==> config.mk <==
export PLATFORM = sky130hd
export DESIGN_NAME = uart_tx_arbiter_flat
export DESIGN_NICKNAME = d
export VERILOG_FILES = /design/src/rtl/uart_tx_arbiter_if.sv /design/src/rtl/uart_tx_arbiter.sv /design/src/flat_wrapper.sv
export SDC_FILE = /design/constraint.sdc
export NUM_CORES = 1
export LEC_CHECK = 0
export ABC_AREA = 1
export CAP_MARGIN = 20
export CORE_UTILIZATION = 52
export DETAILED_ROUTE_END_ITERATION = 6
export PLACE_DENSITY_LB_ADDON = 0.25
export RECOVER_POWER = 100
export SLEW_MARGIN = 20
export SYNTH_ARGS = -nofsm -noshare
export SYNTH_HDL_FRONTEND = slang
export SYNTH_SLANG_ARGS = --single-unit
==> constraint.sdc <==
create_clock -name clock -period 3.2 [get_ports clock]
set_input_delay 0.64 -clock clock [delete_from_list [all_inputs] [get_ports clock]]
set_output_delay 0.64 -clock clock [all_outputs]
set_load 0.01 [all_outputs]
==> src/rtl/uart_tx_arbiter_if.sv <==
// Handshake bundle between byte sources, the round-robin arbiter and the UART serializer.
// The master side drives the requests; the arbiter sits on the slave side.
interface uart_tx_arbiter_if #(
  parameter int NUM_REQ    = 4,
  parameter int WORD_WIDTH = 8
);
  localparam int ID_W = $clog2(NUM_REQ);

  logic [NUM_REQ-1:0]            req_valid;
  logic [NUM_REQ*WORD_WIDTH-1:0] req_data;
  logic [NUM_REQ-1:0]            req_ready;
  logic                          tx_data_valid;
  logic [WORD_WIDTH-1:0]         tx_data_in;
  logic [ID_W-1:0]               grant_id;
  logic                          busy;

  modport master (
    output req_valid, req_data,
    input  req_ready, tx_data_valid, tx_data_in, grant_id, busy
  );

  modport slave (
    input  req_valid, req_data,
    output req_ready, tx_data_valid, tx_data_in, grant_id, busy
  );
endinterface

==> src/rtl/uart_tx_arbiter.sv <==
// Round-robin arbiter sharing one UART transmit serializer between NUM_REQ byte sources.
// The serializer has no ready, so each frame is paced by an internal hold counter.
module uart_tx_arbiter #(
  parameter int NUM_REQ    = 4,
  parameter int WORD_WIDTH = 8,
  parameter int BAUD_RATE  = 115200,
  parameter int CLK_RATE   = 100000000,
  parameter int GAP_CYCLES = 0
) (
  input  logic             clock,
  input  logic             rst,
  uart_tx_arbiter_if.slave bus
);
  localparam int BAUD_DIV    = CLK_RATE / BAUD_RATE;
  localparam int HOLD_CYCLES = (WORD_WIDTH + 4) * BAUD_DIV + GAP_CYCLES + 1;
  localparam int CNT_W       = (HOLD_CYCLES > 1) ? $clog2(HOLD_CYCLES) : 1;
  localparam int ID_W        = $clog2(NUM_REQ);
  localparam logic [CNT_W-1:0] CNT_LAST = CNT_W'(HOLD_CYCLES - 1);

  typedef enum logic [1:0] {
    IDLE  = 2'd0,
    ISSUE = 2'd1,
    HOLD  = 2'd2
  } state_t;

  state_t                state_reg, state_next;
  logic [CNT_W-1:0]      hold_cnt_reg, hold_cnt_next;
  logic [ID_W-1:0]       last_grant_reg, last_grant_next;
  logic [ID_W-1:0]       grant_id_reg, grant_id_next;
  logic [WORD_WIDTH-1:0] tx_data_reg, tx_data_next;
  logic [WORD_WIDTH-1:0] req_word [NUM_REQ];
  logic [NUM_REQ-1:0]    ready_vec;
  logic [ID_W-1:0]       winner;
  logic                  winner_found;

  generate
    for (genvar gi = 0; gi < NUM_REQ; gi++) begin : g_word
      assign req_word[gi] = bus.req_data[gi*WORD_WIDTH +: WORD_WIDTH];
    end
  endgenerate

  // base + offset with offset in 1..NUM_REQ never exceeds 2*NUM_REQ-1, so one subtraction wraps it.
  function automatic logic [ID_W-1:0] rr_index(input logic [ID_W-1:0] base, input int offset);
    int sum;
    sum = int'(base) + offset;
    if (sum >= NUM_REQ) begin
      sum = sum - NUM_REQ;
    end
    return ID_W'(sum);
  endfunction

  always_comb begin
    winner       = '0;
    winner_found = 1'b0;
    for (int k = 1; k <= NUM_REQ; k++) begin
      if (!winner_found && bus.req_valid[rr_index(last_grant_reg, k)]) begin
        winner       = rr_index(last_grant_reg, k);
        winner_found = 1'b1;
      end
    end
  end

  always_comb begin
    state_next      = state_reg;
    hold_cnt_next   = hold_cnt_reg;
    last_grant_next = last_grant_reg;
    grant_id_next   = grant_id_reg;
    tx_data_next    = tx_data_reg;
    ready_vec       = '0;
    unique case (state_reg)
      IDLE: begin
        // Ready is masked during reset so no word is consumed by an edge that discards it.
        if (winner_found && !rst) begin
          ready_vec[winner] = 1'b1;
          tx_data_next      = req_word[winner];
          last_grant_next   = winner;
          grant_id_next     = winner;
          state_next        = ISSUE;
        end
      end
      ISSUE: begin
        hold_cnt_next = '0;
        state_next    = HOLD;
      end
      HOLD: begin
        if (hold_cnt_reg == CNT_LAST) begin
          state_next = IDLE;
        end else begin
          hold_cnt_next = hold_cnt_reg + CNT_W'(1);
        end
      end
      default: begin
        state_next = IDLE;
      end
    endcase
  end

  always_ff @(posedge clock) begin
    if (rst) begin
      state_reg      <= IDLE;
      hold_cnt_reg   <= '0;
      last_grant_reg <= ID_W'(NUM_REQ - 1);
      grant_id_reg   <= '0;
      tx_data_reg    <= '0;
    end else begin
      state_reg      <= state_next;
      hold_cnt_reg   <= hold_cnt_next;
      last_grant_reg <= last_grant_next;
      grant_id_reg   <= grant_id_next;
      tx_data_reg    <= tx_data_next;
    end
  end

  assign bus.req_ready     = ready_vec;
  assign bus.tx_data_valid = (state_reg == ISSUE);
  assign bus.busy          = (state_reg != IDLE);
  assign bus.tx_data_in    = tx_data_reg;
  assign bus.grant_id      = grant_id_reg;
endmodule

==> src/flat_wrapper.sv <==
// flat-port wrapper written by rule: the top's interface ports become plain ports
module uart_tx_arbiter_flat 
#(
  parameter int NUM_REQ    = 4,
  parameter int WORD_WIDTH = 8,
  parameter int BAUD_RATE  = 115200,
  parameter int CLK_RATE   = 100000000,
  parameter int GAP_CYCLES = 0
)
  (clock, rst, bus_req_valid, bus_req_data, bus_req_ready, bus_tx_data_valid, bus_tx_data_in, bus_grant_id, bus_busy);
  uart_tx_arbiter_if #(.NUM_REQ(NUM_REQ), .WORD_WIDTH(WORD_WIDTH)) bus_i ();
  input  logic clock;
  input  logic rst;
  input wire logic [$bits(bus_i.req_valid)-1:0] bus_req_valid;
  input wire logic [$bits(bus_i.req_data)-1:0] bus_req_data;
  output wire logic [$bits(bus_i.req_ready)-1:0] bus_req_ready;
  output wire logic [$bits(bus_i.tx_data_valid)-1:0] bus_tx_data_valid;
  output wire logic [$bits(bus_i.tx_data_in)-1:0] bus_tx_data_in;
  output wire logic [$bits(bus_i.grant_id)-1:0] bus_grant_id;
  output wire logic [$bits(bus_i.busy)-1:0] bus_busy;
  assign bus_i.req_valid = bus_req_valid;
  assign bus_i.req_data = bus_req_data;
  assign bus_req_ready = bus_i.req_ready;
  assign bus_tx_data_valid = bus_i.tx_data_valid;
  assign bus_tx_data_in = bus_i.tx_data_in;
  assign bus_grant_id = bus_i.grant_id;
  assign bus_busy = bus_i.busy;
  uart_tx_arbiter #(.NUM_REQ(NUM_REQ), .WORD_WIDTH(WORD_WIDTH), .BAUD_RATE(BAUD_RATE), .CLK_RATE(CLK_RATE), .GAP_CYCLES(GAP_CYCLES)) u_core (.clock(clock), .rst(rst), .bus(bus_i));
endmodule
Word-level counts from Yosys, hierarchy flattened

Index checks and enable logic that the tools add are counted.

Add/sub/neg operators: 9
Magnitude comparators: 11
Equality and inequality tests: 6
Mux-type cells: 32
Bitwise operators: 1
Reduce and logical (&&, ||, !) cells: 15

Operators with widths:

| operator                                                    | count |
|---|---|
| one-hot mux 14 bit (2 select lines)                         | 1 |
| two-way mux 2 bit                                           | 10 |
| binary-select mux 8 bit (select 2 bit)                      | 1 |
| two-way mux 8 bit                                           | 2 |
| less-than comparator 2 x 3 -> 1 bit (second input constant) | 5 |
| adder 14 x 1 -> 14 bit (second input constant)              | 1 |
| equality test 14 bit (second input constant)                | 1 |
| two-way mux 14 bit                                          | 1 |
| >= comparator 3 bit (second input constant)                 | 4 |
| two-way mux 1 bit                                           | 9 |
| binary-select mux 1 bit (select 2 bit)                      | 4 |
| two-way mux 4 bit                                           | 2 |
| subtractor 2 x 1 -> 2 bit (second input constant)           | 4 |
| adder 2 x 2 -> 3 bit (second input constant)                | 2 |
| one-hot mux 2 bit (3 select lines)                          | 1 |
| AND reduction 2 bit                                         | 3 |
| logical AND 1 bit                                           | 5 |
| adder 2 x 3 -> 4 bit (second input constant)                | 1 |
| >= comparator 4 x 3 -> 1 bit (second input constant)        | 1 |
| logical NOT 1 bit                                           | 4 |
| inequality test 2 x 1 -> 1 bit (second input constant)      | 2 |
| nonzero test 2 bit                                          | 2 |
| adder 2 x 1 -> 3 bit (second input constant)                | 1 |
| inverter 2 -> 3 bit                                         | 1 |
| other kinds (6)                                             | 6 |

Bits in registers: 28
Output and inout bits: 16
Word-level logic and storage cells: 79

Longest topological paths before layout

Word-level depth: 21
Depth in mapped cells: 17

Worst setup path after synthesis

Ideal clock, no wire load.

Path kind: input to output
Start: input bus_req_valid[3]
End: output bus_req_ready[1]
Arrival: 1696 ps
Required time: 2560 ps
Path slack: 864 ps
Stages: 9
Path buffers: 0
Cell sequence: nand2_1 and2_4 nor2_2 nor2_1 nand3_4 nand3_1 inv_2 nand2_1 nor2_1

Word-level cells in the longest chain between the ends: 18

RTL lines:

| item                                                                                                      | RTL line              | RTL |
|---|---|---|
| start, declared                                                                                           | flat_wrapper.sv:14    | `input wire logic [$bits(bus_i.req_valid)-1:0] bus_req_valid;` |
| binary-select mux 1 bit (select 2 bit)                                                                    | uart_tx_arbiter.sv:56 | `if (!winner_found && bus.req_valid[rr_index(last_grant_reg, k)]) begin` |
| two-way mux 1 bit (implied by the code)                                                                   | uart_tx_arbiter.sv:56 |  |
| two-way mux 1 bit                                                                                         | uart_tx_arbiter.sv:56 |  |
| logical NOT 1 bit                                                                                         | uart_tx_arbiter.sv:56 |  |
| logical AND 1 bit                                                                                         | uart_tx_arbiter.sv:56 |  |
| two-way mux 1 bit                                                                                         | uart_tx_arbiter.sv:56 |  |
| logical NOT 1 bit                                                                                         | uart_tx_arbiter.sv:56 |  |
| logical AND 1 bit                                                                                         | uart_tx_arbiter.sv:56 |  |
| (+2 left out)                                                                                             | n/a                   |  |
| logical AND 1 bit                                                                                         | uart_tx_arbiter.sv:56 |  |
| two-way mux 2 bit                                                                                         | uart_tx_arbiter.sv:56 |  |
| less-than comparator 2 x 3 -> 1 bit (implied by the code) or >= comparator 2 x 1 -> 1 bit (tied branches) | uart_tx_arbiter.sv:74 | `ready_vec[winner] = 1'b1;` |
| logical AND 1 bit (implied by the code)                                                                   | uart_tx_arbiter.sv:74 |  |
| two-way mux 1 bit (implied by the code)                                                                   | uart_tx_arbiter.sv:74 |  |
| demux 1 bit (select 2 bit)                                                                                | n/a                   |  |
| two-way mux 4 bit (*)                                                                                     | uart_tx_arbiter.sv:73 | `if (winner_found && !rst) begin` |
| two-way mux 4 bit (*)                                                                                     | uart_tx_arbiter.sv:70 | `unique case (state_reg)` |
| end, declared                                                                                             | flat_wrapper.sv:16    | `output wire logic [$bits(bus_i.req_ready)-1:0] bus_req_ready;` |

Every way passes the cells marked *; elsewhere a longest branch is shown, timed or not. The select of a mux whose other input is x is not followed.

Worst setup path in the final report

Start: input bus_req_valid[0]
End: output bus_req_ready[1]

The elaborated chain is that of the path after synthesis.

==> summary.md <==
| Metric | Value |
|---|---|
| WHS Path Cells | 2 |
| Post-route ant nets | 0 |
| Synth warn | 0 |
| Grt met3 use | 2.679% |
| Fraction of layout cells with a size suffix above 1 | 12.20% |
| Wire per inst | 12.03 um |
| Fin. Hold Viols | 0 |
| Most used DFF post-synth | dfxtp_1 |
| CP Capture Type | primary output |
| Setup slack after layout | 155.7 ps |
| Top cells by area, synth | dfxtp_1 28%, nand2_1 17%, nand3_1 12% |
| Commonest non-fill, non-tap cells in the layout | 90 x nand2_1, 48 x nand3_1, 45 x inv_1 |
| Row count | 22 |
| Crit path buffers/inverters | 3 |
| CP peak stage delay | 490 ps |
| Pre-CTS setup slack | -142.1 ps |
| Max VDD drop | 0.3552 mV |
| Max reg flops | 14 |
| Cts hold-fix bufs | 0 |
| Slowest library cell on the worst path | clkdlybuf4s50_1 |
| Post-synthesis cell count | 317 |
| Final Setup Violations | 0 |
| Status | complete, no violations |
| Mapped cell area | 0.002012 sq mm |
| PD cells | 768.0 mW/mm^2 |
| Starting Density | 54.55% |
| Setup bufs post-CTS | 0 |
| Initial antenna violation count | 0 |
| CTS HTree Levels | 1 |
| Chip Width | 64.20 um |
| Global-route wire length before repair | 8680 um |
| Worst Hold Class | flop to flop |
| Detail-routed via count per cell | 5.118 |
| Max_slew headroom | 37.55% |
| Antenna Cells | 0 |
| Pwr Total | 2.018 mW |
| Fraction of registers with async set/reset | 0% |
| Skew-Pair Late Insertion Delay | 270 ps |
| CTS tree | done |
| Most common cell after layout, fill and taps aside | nand2_1 |
| DRT Pass-1 Iters | 4 |
| Multi-input logic area | 0.001156 sq mm |
| Critical path class | primary input to primary output |
| Post-DP HPWL | 3797 um |
| Vias | 2175 |
| Tcrit/Tclk final | 95.13% |
| Root Buffer | clkbuf_8 |
| Core Area | 0.003689 sq mm |
| Reg2reg path depth | 11 |
| IO Pins | 54 |
| Most used cell, CP | nand2_1 |
| Setup Skew | 3.120 ps |
| Global Route met1 Usage | 30.40% |
| CP required | 2560 ps |
| Min Hold Slack | 450.2 ps |
| CP arrival | 2400 ps |
| Worst-Margin Slew | 936.7 ps |
| Sequential Area | 560.5 sq um |
| Iter 0 DRT Violations | 199 |
| Max FO, Critical Path | 4 |
| Mean post-synth cell area | 6.347 sq um |
| Nets | 418 |
| Max clock buf depth | 2 |
| Total CTS buffers | 3 |
| GRT Residual Overflow | 0 |
| Largest area contributor in the netlist | dfxtp_1 |
| Final wirelength | 5112 um |
| CTS clk-pin slew, worst paths | 90 ps |
| Post-layout min period | 3044 ps |
| Gr usage total | 26.45% |
| I/O Buffers | 53 |
| Busiest grt layer | met2 |
| Delay-heaviest family, CP | simple AND/OR/NAND/NOR gates |
| Drt drc | 0 |
| EDFF count, synth | 0 |
| Synthesis-to-layout area growth | 30.60% |
| M2 GR Usage | 51.20% |
| Vias in the first global route | 2000 |
| Sequential-to-total area share from yosys stat | 27.86% |
| Number of fill cells | 321 |
| Largest net degree at the start of global routing | 18 |
| Full die area | 0.004122 sq mm |
| Chip height | 64.20 um |
| Max-capacitance violation count | 0 |
| Fmax | 328.5 MHz |
| Post-Syn Nets | 357 |
| #FFs+latches synth | 28 |
| Leak | 1.242 nW |
| Yosys cell types | 31 |
| Worst path cell trace | clkdlybuf4s50_1, nand2_1, nand2_1, nand2_1, nand2_2, buf_4, nand2_2, nand2_1, nand2_2, nand2_4, nand2_1, nor2_1, dlygate4sd2_1 |
| Top-area cell type share of the netlist area | 27.86% |
| Final number of max-transition violations | 0 |
| Clock Sinks | 28 |
| Startpoint class of the critical path | primary input |
| Global placement routability congestion | 0.8554 |
| Critical Path Stages | 13 |
## Yosys cell counts (2+ instances only)
cell and instances:
nand3_1 48, a21oi_1 17, clkbuf_8 2, o21ai_0 2, inv_1 45, inv_2 3, dfxtp_1 28, ha_1 2
nor2_1 24, nand4_1 4, xor2_1 4, nor3_1 7, nand2_2 15, nand3b_1 5, nand2_1 90, nor2_2 2
buf_6 3, nand3_2 3
## tightest hold or removal path, stage by stage, from the launching register on
cell	delay (ps)
dfxtp_1	320
nand2_1	60
nand2_1	40
## layer usage
metal	share of wire (%)	vias to the layer above	wire length (um)
met5	0	-	0
met4	1.7	0	88
met3	5.6	9	286
met2	51	66	2610
met1	42	980	2127
li1	-	1120	-
## power by group
group / total, mW / internal [mW] / switching, mW / leakage [nW]
combinational: 1.33 / 0.520 / 0.811 / 0.984
sequential: 0.472 / 0.417 / 0.0552 / 0.229
clock: 0.214 / 0.110 / 0.104 / 0.0288
total: 2.02 / 1.05 / 0.971 / 1.24
## final timing paths
| path | endpoint | start | slack, ps |
|---|---|---|---|
| max | bus_req_ready[1] | bus_req_valid[0] | 160 |
| min | u_core.bus.grant_id[0] | u_core.bus.grant_id[0] | 450 |
| max reg2reg | u_core.bus.tx_data_in[2] | u_core.last_grant_reg[0] | 710 |
| min reg2reg | u_core.bus.grant_id[0] | u_core.bus.grant_id[0] | 450 |
## cells by family (layout without fill, tap and decap cells)
group,after synthesis,count (layout),share of synthesized area (%)
XOR/XNOR,4,4,1.741
AO/OA/AOI/OAI,23,23,6.903
AND/OR/NAND/NOR,203,203,48.26
flip-flops,28,28,27.86
adder cells (fa/ha/maj),2,2,1.244
buffers and inverters,57,117,13.99
## metrics by stage
stage	setup TNS, ps	utilization, %	std cells	instance area, sq um
floorplan	0	-	317	2012
global placement	-303.7	70.35	421	2595
detailed placement	-516.9	70.35	421	2595
CTS	0	71.78	425	2648
global route	-17.08	71.23	425	2628
finish	0	71.23	425	2628
## cell type report
cell class	count	share of cell area, %
inverters	49	7.286
multi-input cells	232	44.00
well taps	48	2.286
repair buffers	64	23.00
clock buffers	4	2.095
flip-flops and latches	28	21.33
## what timing repair did
item,in CTS,in global routing
gates resized for setup,5,2
setup endpoints to repair,4,3
pin swaps,0,1
Power figures use the tool's default switching activity.
